--- src/rtl/alu_issue_stage.sv ---
// RV32I execute-stage front end: decodes opcode/funct into the ALU select, steers operands,
// and registers the ALU result behind valid/ready handshakes. Optional macro: BRANCH_RESOLVE_EN.
module alu_issue_stage #(
  parameter int XLEN  = 32,
  parameter int CNT_W = 16
) (
  input  logic             clk,
  input  logic             rst,
  input  logic             in_valid,
  output logic             in_ready,
  input  logic [6:0]       opcode,
  input  logic [2:0]       funct3,
  input  logic             funct7_5,
  input  logic [XLEN-1:0]  rs1_val,
  input  logic [XLEN-1:0]  rs2_val,
  input  logic [XLEN-1:0]  imm,
  output logic [XLEN-1:0]  alu_a,
  output logic [XLEN-1:0]  alu_b,
  output logic [2:0]       alu_sel,
  input  logic [XLEN-1:0]  alu_out,
  input  logic             alu_zero,
  output logic             out_valid,
  input  logic             out_ready,
  output logic [XLEN-1:0]  result,
  output logic             illegal,
  output logic [CNT_W-1:0] op_count
`ifdef BRANCH_RESOLVE_EN
  ,
  output logic             br_taken
`endif
);

  localparam logic [6:0] OPC_OP     = 7'b0110011;
  localparam logic [6:0] OPC_OP_IMM = 7'b0010011;
  localparam logic [6:0] OPC_BRANCH = 7'b1100011;

  typedef enum logic {EMPTY, FULL} state_t;

  state_t           state_q, state_d;
  logic [XLEN-1:0]  result_q, result_d;
  logic             illegal_q, illegal_d;
  logic [CNT_W-1:0] count_q, count_d;
  logic [2:0]       dec_sel;
  logic             dec_illegal;
  logic             accept;

  always_comb begin
    dec_sel     = 3'b111;
    dec_illegal = 1'b1;
    case (opcode)
      OPC_OP, OPC_OP_IMM: begin
        dec_illegal = 1'b0;
        case (funct3)
          // funct7_5 selects subtract only for register-register ops
          3'b000:  dec_sel = (opcode == OPC_OP && funct7_5) ? 3'b001 : 3'b000;
          3'b111:  dec_sel = 3'b010;
          3'b110:  dec_sel = 3'b011;
          3'b010:  dec_sel = 3'b101;
          default: begin
            dec_sel     = 3'b111;
            dec_illegal = 1'b1;
          end
        endcase
      end
      OPC_BRANCH: begin
        if (funct3 == 3'b000 || funct3 == 3'b001) begin
          dec_sel     = 3'b001;
          dec_illegal = 1'b0;
        end
      end
      default: ;
    endcase
  end

  assign alu_a     = rs1_val;
  assign alu_b     = (opcode == OPC_OP_IMM) ? imm : rs2_val;
  assign alu_sel   = dec_sel;
  assign out_valid = (state_q == FULL);
  assign in_ready  = (state_q == EMPTY) || out_ready;
  assign accept    = in_valid && in_ready;
  assign result    = result_q;
  assign illegal   = illegal_q;
  assign op_count  = count_q;

  always_comb begin
    state_d   = state_q;
    result_d  = result_q;
    illegal_d = illegal_q;
    count_d   = count_q;
    if (accept) begin
      state_d   = FULL;
      result_d  = dec_illegal ? '0 : alu_out;
      illegal_d = dec_illegal;
      if (!dec_illegal) count_d = count_q + CNT_W'(1);
    end else if (state_q == FULL && out_ready) begin
      state_d = EMPTY;
    end
  end

  always_ff @(posedge clk or posedge rst) begin
    if (rst) begin
      state_q   <= EMPTY;
      result_q  <= '0;
      illegal_q <= 1'b0;
      count_q   <= '0;
    end else begin
      state_q   <= state_d;
      result_q  <= result_d;
      illegal_q <= illegal_d;
      count_q   <= count_d;
    end
  end

`ifdef BRANCH_RESOLVE_EN
  logic br_taken_q, br_taken_d;

  always_comb begin
    br_taken_d = br_taken_q;
    if (accept) begin
      // funct3[0] distinguishes BNE from BEQ
      br_taken_d = (opcode == OPC_BRANCH) && !dec_illegal &&
                   (funct3[0] ? !alu_zero : alu_zero);
    end
  end

  always_ff @(posedge clk or posedge rst) begin
    if (rst) br_taken_q <= 1'b0;
    else     br_taken_q <= br_taken_d;
  end

  assign br_taken = br_taken_q;
`else
  logic unused_alu_zero;
  assign unused_alu_zero = alu_zero;
`endif

endmodule

--- config.mk ---
export PLATFORM = sky130hd
export DESIGN_NAME = alu_issue_stage
export DESIGN_NICKNAME = d
export VERILOG_FILES = /design/src/rtl/alu_issue_stage.sv
export SDC_FILE = /design/constraint.sdc
export NUM_CORES = 1
export LEC_CHECK = 0
export ABC_AREA = 1
export BUFFER_PORTS_ARGS = -buffer_cell sky130_fd_sc_hd__clkbuf_2
export CAP_MARGIN = 20
export CORE_AREA = 3 3 100 102
export CTS_CLUSTER_SIZE = 8
export DETAILED_ROUTE_END_ITERATION = 12
export DIE_AREA = 0 0 103 105
export HOLD_SLACK_MARGIN = 0.06
export PLACE_DENSITY = 0.73
export SLEW_MARGIN = 20
export SYNTH_ARGS = -nofsm -noshare
export SYNTH_HDL_FRONTEND = slang
export SYNTH_SLANG_ARGS = --single-unit
--- constraint.sdc ---
create_clock -name clk -period 2.6 [get_ports clk]
set_input_delay 0.52 -clock clk [delete_from_list [all_inputs] [get_ports clk]]
set_output_delay 0.52 -clock clk [all_outputs]
set_load 0.05 [all_outputs]
== Word-level counts from Yosys, hierarchy flattened ==
Cells that the tools add are included.

* Add/subtract/negate cells: 1
* Equal/unequal tests: 7
* Multiplexer cells: 11
* Bitwise operators: 2
* Reduce and logical (&&, ||, !) cells: 10

{| class="wikitable"
|+ Operator list
! operator !! number
|-
| 2-to-1 mux 32 bit || 2
|-
| adder 16 x 1 -> 16 bit, second input constant || 1
|-
| case mux 3 bit (4 select lines) || 1
|-
| == test 7 x 5 -> 1 bit, second input constant || 1
|-
| == test 7 x 6 -> 1 bit, second input constant || 1
|-
| == test 7 bit, second input constant || 1
|-
| == test 3 bit, second input constant || 2
|-
| case mux 3 bit (2 select lines) || 1
|-
| 2-to-1 mux 1 bit || 5
|-
| OR reduction 4 bit || 1
|-
| == test 3 x 1 -> 1 bit, second input constant || 1
|-
| == test 3 x 2 -> 1 bit, second input constant || 1
|-
| logical AND 1 bit || 3
|-
| zero test 3 bit || 1
|-
| 2-to-1 mux 3 bit || 1
|-
| logical OR 1 bit || 2
|-
| inverter 1 bit || 2
|-
| case mux 1 bit (2 select lines) || 1
|-
| AND reduction 2 bit || 1
|-
| nonzero test 2 bit || 1
|-
| OR reduction 2 bit || 1
|}

* Bits in registers: 50
* Input port bits: 144
* Logic and storage cells: 35

== Logic depth before layout (Yosys ltp) ==
Gate-level depths: netlist (run 1).

* Depth after elaboration: 6
* Depth in mapped cells: 10
* Gate-level depth less buffers: 9

== Worst setup path after synthesis (run 1) ==
Ideal clock, no wire load.

* Path kind: in2out
* Start: input port opcode[3]
* End: output port alu_sel[1]
* Arrival: 1958 ps
* Data required time: 2080 ps
* Path slack: 122 ps
* Stages: 5
* Path buffers: 0
* Cell sequence: nor2_1 > nand2_1 > inv_1 > o21ai_1 > o21ai_0

* Longest elaborated chain between the ends: 3

{| class="wikitable"
|+ Ends and longest elaborated chain
! what !! RTL line !! text
|-
| start: declaration || 11 || <nowiki>input logic [6:0] opcode,</nowiki>
|-
| == test 7 x 6 -> 1 bit / == test 7 x 5 -> 1 bit (equally long branches) || 50 || <nowiki>case (opcode)</nowiki>
|-
| OR reduction 2 bit || 50 ||
|-
| case mux 3 bit (2 select lines) (*) || 50 ||
|-
| end: declaration || 19 || <nowiki>output logic [2:0] alu_sel,</nowiki>
|}

Every way passes the cells marked *; elsewhere a longest branch is shown, timed or not.

== Worst setup path after layout (run 1) ==
* Start: input port opcode[1]
* End: output port alu_b[11]

* Longest elaborated chain between the ends: 2

{| class="wikitable"
|+ Ends and longest elaborated chain
! what !! RTL line !! text
|-
| == test 7 x 5 -> 1 bit || 76 || <nowiki>assign alu_b = (opcode == OPC_OP_IMM) ? imm : rs2_val;</nowiki>
|-
| 2-to-1 mux 32 bit || 76 ||
|-
| end: declaration || 18 || <nowiki>output logic [XLEN-1:0] alu_b,</nowiki>
|}

Every way passes these cells.

==> impl_results.md, run 1 <==
- Hold Fails Final Rpt: 0
- Clk_skew: 3.24 ps
- Post-CTS resize count: 0
- Setup TNS: 0 ps
- Tightest Pin Transition: 608 ps
- DRC: 0
- Share of cells above drive strength 1: 0.524
- CTS tree: built
- Share of the synthesized area in the top cell type: 0.388
- Antenna Violating Nets Remaining: 0
- Largest buffer count on any clock path: 2
- Core ar.: 9200 sq um
- # diodes: 0
- Post-CTS setup repair buffer count: 0
- Clock latency on the worst-skew pair: 300 ps
- Worst setup EP type: output pin
- Drt pass-1 iters: 4
- Leak: 2.35 nW
- Post-synthesis area per instance: 8.42 sq um
- Global-route wire length before repair: 14000 um
- Cts hold-fix bufs: 0
- Clock-pin slew on the worst setup and hold paths: 90 ps
- Clock Tree Root: clkbuf_8
- Synth Instances: 383
- Largest net degree at the start of global routing: 33
- Status: complete, no violations
- Fill cell count: 951
- RSZ-0062 raised after global routing: false
- Slowest stage delay, CP: 380 ps
- Die Ht: 105 um
- GRT overflow: 0
- Tot Pwr: 0.00170 W
- GPL Wtd Cong: 0.797
- Crit path kind: primary input to output pin
- Endpoints failing setup: 0
- Worst path slowest cell: mux2_2
- Commonest non-fill, non-tap cell in the layout: clkbuf_2
- Fin crit share: 0.887
- FP Rows: 35
- Seq/Total Area, Yosys: 0.388
- Initial Util: 0.351
- Die X: 103 um
- HPWL Detailed: 7530 um
- Seq cells post-synth: 50
- Nets: 694
- Clock sink count: 50
- Worst vdd ir: 0.000195 V
- Max-slew headroom: 0.594
- PD cells: 404 nW/um^2
- Commonest cells after routing, fill and taps aside: 196 x clkbuf_2, 84 x nand2_1, 63 x inv_1
- Vias: 3022
- Cts bufs inserted: 5
- Yosys top cell by area: dfrtp_1
- Critical Path, Cell by Cell: clkbuf_2 -> nand2_1 -> inv_1 -> nand2_1 -> inv_1 -> nand2_1 -> buf_12 -> mux2_2 -> clkbuf_2
- CP Launch Type: primary input
- H-tree levels: 2
- Yosys cell types: 23
- Vias/cell: 4.57
- Die area: 10800 sq um
- Max Fclk: 434 MHz
- Syn nets: 528
- GRT Total Usage: 0.160
- Critical path arrival: 1790 ps
- CP dominant cell by count: nand2_1
- Tmin final: 2310 ps
- # placed instances: 653
- Layout area overhead: 30.3%
- Num ports: 262
- Max-slew violation count: 0
- Drt total wl: 9050 um
- Initial DRC Count: 80
- IO buf count: 196
- Ys Warns: 0
- Antenna violations before repair: 1
- Critical Path RT: 2080 ps
- Mapped Area: 3230 sq um
- Non-Filler Instances: 661
- Worst Hold Class: primary input to asynchronous set/reset pin
- Worst-path maximum fanout: 32
- Largest cells by area after synthesis: dfrtp_1 39%, mux2_2 11%, o21ai_2 10%
- Number of global-route vias before repair: 2998
- Max-Cap Viols: 0
- Wirelength per Cell: 13.7 um
-- metal layers --
metal	vias to the layer above	GRT usage	share of wire
met1	1376	0.197	0.41
li1	1503	-	-
met5	-	0	0.0014
met2	113	0.264	0.48
met4	2	0.0361	0.013
met3	28	0.0614	0.094
-- worst paths after layout --
check	to	startpoint	slack, ps	cells past startpoint
setup / recovery	alu_b[11]	opcode[1]	290	9
hold / removal	result[20]$_DFFE_PP0P_	rst	270	2
setup reg to reg	op_count[14]$_DFFE_PP0P_	op_count[0]$_DFFE_PP0P_	990	8
hold reg to reg	result[25]$_DFFE_PP0P_	result[25]$_DFFE_PP0P_	490	2
max in group asynchronous	result[16]$_DFFE_PP0P_	rst	1720	3
min in group clk	result[5]$_DFFE_PP0P_	alu_out[5]	440	3
-- cell families after synthesis --
group,Yosys count,share of synthesized area
compound gates,49,0.123
xor+xnor,7,0.0190
fa+ha+maj,1,0.00388
buf+inv,109,0.178
flops,50,0.388
mux,32,0.112
simple gates,135,0.176
-- worst max-delay path: cells and delay by family --
family	cells	cell delay [ps]
and+or+nand+nor	3	250
buffers and inverters	5	640
muxes	1	380
-- registers in the layout (all words and copies together), names as in the netlist --
| signal | cells |
|---|---|
| result | 32 |
| op_count | 16 |
| illegal | 1 |
| out_valid | 1 |
-- synthesized netlist by cell type (all sizes together) --
master / count
ha: 1
xor2: 4
nor2: 22
inv: 64
o21ai: 44
xnor2: 3
a21oi: 4
dfrtp: 50
nor3: 2
buf: 42
clkbuf: 3
nand3: 16
nand4: 9
nand2: 86
mux2: 32
o21a: 1
-- stage by stage --
step           worst slack, ps  hold WS (ps)  cell area [sq um]  utilization
2_1_floorplan              122           641               3230            -
3_3_place_gp               292           462               4100        0.446
3_5_place_dp               301           469               4100        0.446
4_1_cts                    287           281               4200        0.457
5_1_grt                    223           310               4200        0.457
6_report                   294           270               4200        0.457
-- report_power, final --
part           switching [W]  leakage [nW]  internal, W
registers          0.0000107         0.688     0.000788
clock network       0.000266        0.0544     0.000245
logic               0.000262          1.61     0.000128
-- cell type report --
| cell class | count | area, sq um | share of cell area |
|---|---|---|---|
| Timing Repair Buffer | 204 | 1070 | 0.254 |
| Clock inverter | 1 | 8.76 | 0.00208 |
| Clock buffer | 7 | 96.3 | 0.0229 |
| Multi-Input combinational cell | 224 | 1400 | 0.333 |
| Tap cell | 111 | 139 | 0.0330 |
| Inverter | 64 | 240 | 0.0572 |
| Sequential cell | 50 | 1250 | 0.298 |
No activity file was read; power rests on OpenSTA's default activity.
==> inputs of run 2 (changes only) <==
--- a/config.mk
+++ b/config.mk
@@ -11,2 +11,3 @@
 export CORE_AREA = 3 3 100 102
+export CTS_CLUSTER_DIAMETER = 100
 export CTS_CLUSTER_SIZE = 8
@@ -16,2 +17,3 @@
 export PLACE_DENSITY = 0.73
+export SETUP_SLACK_MARGIN = 0.2
 export SLEW_MARGIN = 20
--- a/constraint.sdc
+++ b/constraint.sdc
@@ -3,2 +3,2 @@
 set_output_delay 0.52 -clock clk [all_outputs]
-set_load 0.05 [all_outputs]
+set_load 0.02 [all_outputs]
==> impl_results.md, run 2 (synthesis results as in run 1) <==
- Share of cells above drive strength 1: 0.522 (-0.00182)
- Commonest cells after routing, fill and taps aside: 196 x clkbuf_2, 84 x nand2_1, 63 x inv_1
- Max-slew violation count: 0 (unchanged)
- Share of power burned in registers: 0.516 (+0.046)
- Critical path arrival: 1700 ps (-90 ps)
- RSZ-0062 raised after global routing: false
- Wirelength per Cell: 13.6 um (-0.29%)
- Die Ht: 105 um (unchanged)
- CP Launch Type: primary input
- DRC: 0 (unchanged)
- CP dominant cell by count: nand2_1
- Slowest stage delay, CP: 380 ps (about the same)
- HPWL Detailed: 7480 um (-0.63%)
- Critical path origin: opcode[1]
- Max-slew headroom: 0.609 (+0.0143)
- GRT overflow: 0 (unchanged)
- FF-to-FF End: op_count[14]$_DFFE_PP0P_
- Beginning of the worst register-to-register path: op_count[0]$_DFFE_PP0P_
- GPL Wtd Cong: 0.797 (-0.10%)
- Number of global-route vias before repair: 2973 (-0.83%)
- Worst setup EP type: output pin
- Post-CTS resize count: 0 (unchanged)
- Clock sink count: 50 (unchanged)
- Fin crit share: 0.853 (-0.0340)
- PD cells: 370 nW/um^2 (-8.5%)
- Combinational Power Share: 0.191 (-0.038)
- IO buf count: 196 (unchanged)
- Worst reg-to-reg setup slack: 1050 ps (+60 ps)
- GRT Total Usage: 0.159 (-0.000816)
- Largest net degree at the start of global routing: 33 (unchanged)
- Tmin final: 2220 ps (-88.4 ps)
- Initial DRC Count: 115 (+44%)
- Setup TNS: 0 ps (unchanged)
- Tightest Pin Transition: 586 ps (-21.5 ps)
- FP Rows: 35 (unchanged)
- P_int: 0.00111 W (-4.6%)
- Layout area overhead: 29.7%
- Die X: 103 um (unchanged)
- Worst path slowest cell: mux2_2
- Largest buffer count on any clock path: 2 (unchanged)
- Switch Pwr: 0.000441 W (-18%)
- Antenna violations before repair: 0 (-1)
- Clk pwr share: 0.293 (-0.008)
- Termination of the worst setup path: alu_b[11]
- Vias/cell: 4.56 (-0.33%)
- Initial Util: 0.351 (unchanged)
- Nets: 694 (unchanged)
- Antenna Violating Nets Remaining: 0 (unchanged)
- Worst-path maximum fanout: 32 (unchanged)
- Drt total wl: 9020 um (-0.29%)
- Global-route wire length before repair: 14000 um (-0.49%)
- Tot Pwr: 0.00155 W (-8.9%)
- Clk_skew: 5.46 ps (+2.22 ps)
- Die area: 10800 sq um (unchanged)
- Crit path kind: primary input to output pin
- Num ports: 262 (unchanged)
- Drt pass-1 iters: 4 (unchanged)
- Clock-pin slew on the worst setup and hold paths: 90 ps (about the same)
- Sw Ratio: 0.285 (-0.0322)
- CTS tree: built
- H-tree levels: 2 (unchanged)
- Critical Path, Cell by Cell: clkbuf_2 -> nand2_1 -> inv_1 -> nand2_1 -> inv_1 -> nand2_1 -> buf_12 -> mux2_2 -> clkbuf_2
- Leak: 2.35 nW (-0.39%)
- Clock Tree Root: clkbuf_8
- Fill cell count: 933 (-1.9%)
- Max Fclk: 451 MHz (+4.0%)
- R2R depth: 8 (unchanged)
- Endpoints failing setup: 0 (unchanged)
- Clock latency on the worst-skew pair: 300 ps (about the same)
- Cts hold-fix bufs: 0 (unchanged)
- Post-CTS setup repair buffer count: 0 (unchanged)
- Hold Fails Final Rpt: 0 (unchanged)
- Cts bufs inserted: 5 (unchanged)
- Status: complete, no violations
- Max reg flops: 32 (unchanged)
- # diodes: 0 (unchanged)
- Max-Cap Viols: 0 (unchanged)
- Commonest non-fill, non-tap cell in the layout: clkbuf_2
- Core ar.: 9200 sq um (unchanged)
- Critical Path RT: 2080 ps (about the same)
- Worst vdd ir: 0.000208 V (+6.8%)
- Vias: 3012 (-0.33%)
- Worst Hold Class: primary input to asynchronous set/reset pin
[run 2: cell count changes in the layout (fill, tap and decap cells not counted)]
cell,delta
clkinv_2,+1
clkbuf_1,+1
clkbuf_8,-2
[run 2: per-stage QoR]
step / hold slack, ps / util / cells / area [sq um] / worst slack [ps]
floorplan: 597 / - / 383 / 3230 / 597
global placement: 462 / 0.446 / 653 / 4100 / 373
detailed placement: 467 / 0.446 / 653 / 4100 / 390
CTS: 281 / 0.455 / 661 / 4180 / 376
global route: 313 / 0.455 / 661 / 4180 / 302
finish: 259 / 0.455 / 661 / 4180 / 382
[run 2: how the worst min path moves through the flow]
stage                                        end  slack [ps]              startpoint
after floorplan           result[17]$_DFFE_PP0P_         600  result[17]$_DFFE_PP0P_
after global placement    result[13]$_DFFE_PP0P_         460  result[13]$_DFFE_PP0P_
after detailed placement  result[13]$_DFFE_PP0P_         470  result[13]$_DFFE_PP0P_
after CTS                 result[30]$_DFFE_PP0P_         280                     rst
after global routing      result[20]$_DFFE_PP0P_         310                     rst
final                     result[20]$_DFFE_PP0P_         260                     rst
[run 2: worst max-delay path, delay by kind of cell]
| family | cells | cell delay, ps |
|---|---|---|
| muxes | 1 | 380 |
| buffers and inverters | 5 | 560 |
| and+or+nand+nor | 3 | 240 |
[run 2: per-layer routing]
layer | part of all wire | up-vias | GRT usage
met2 | 0.48 | 106 | 0.258
li1 | - | 1501 | -
met3 | 0.094 | 22 | 0.0607
met4 | 0.012 | 0 | 0.0379
met5 | 0 | - | 0
met1 | 0.42 | 1383 | 0.199
[run 2: power by group through the flow]
stage	logic, W	clock network, W	registers [W]
after floorplan	0.000209	0	0.000827
after global placement	0.000293	0	0.000813
after detailed placement	0.000300	0	0.000814
after CTS	0.000302	0.000483	0.000799
after global routing	0.000327	0.000507	0.000801
final	0.000295	0.000454	0.000798
[run 2: cell type report]
type	count	area, sq um	share of cell area
flip-flops and latches	50	1250	0.299
multi-input cells	224	1400	0.335
well taps	111	139	0.0332
repair buffers	204	1070	0.255
inverters	64	240	0.0574
clock inverters	2	13.8	0.00329
clock buffers	6	72.6	0.0173
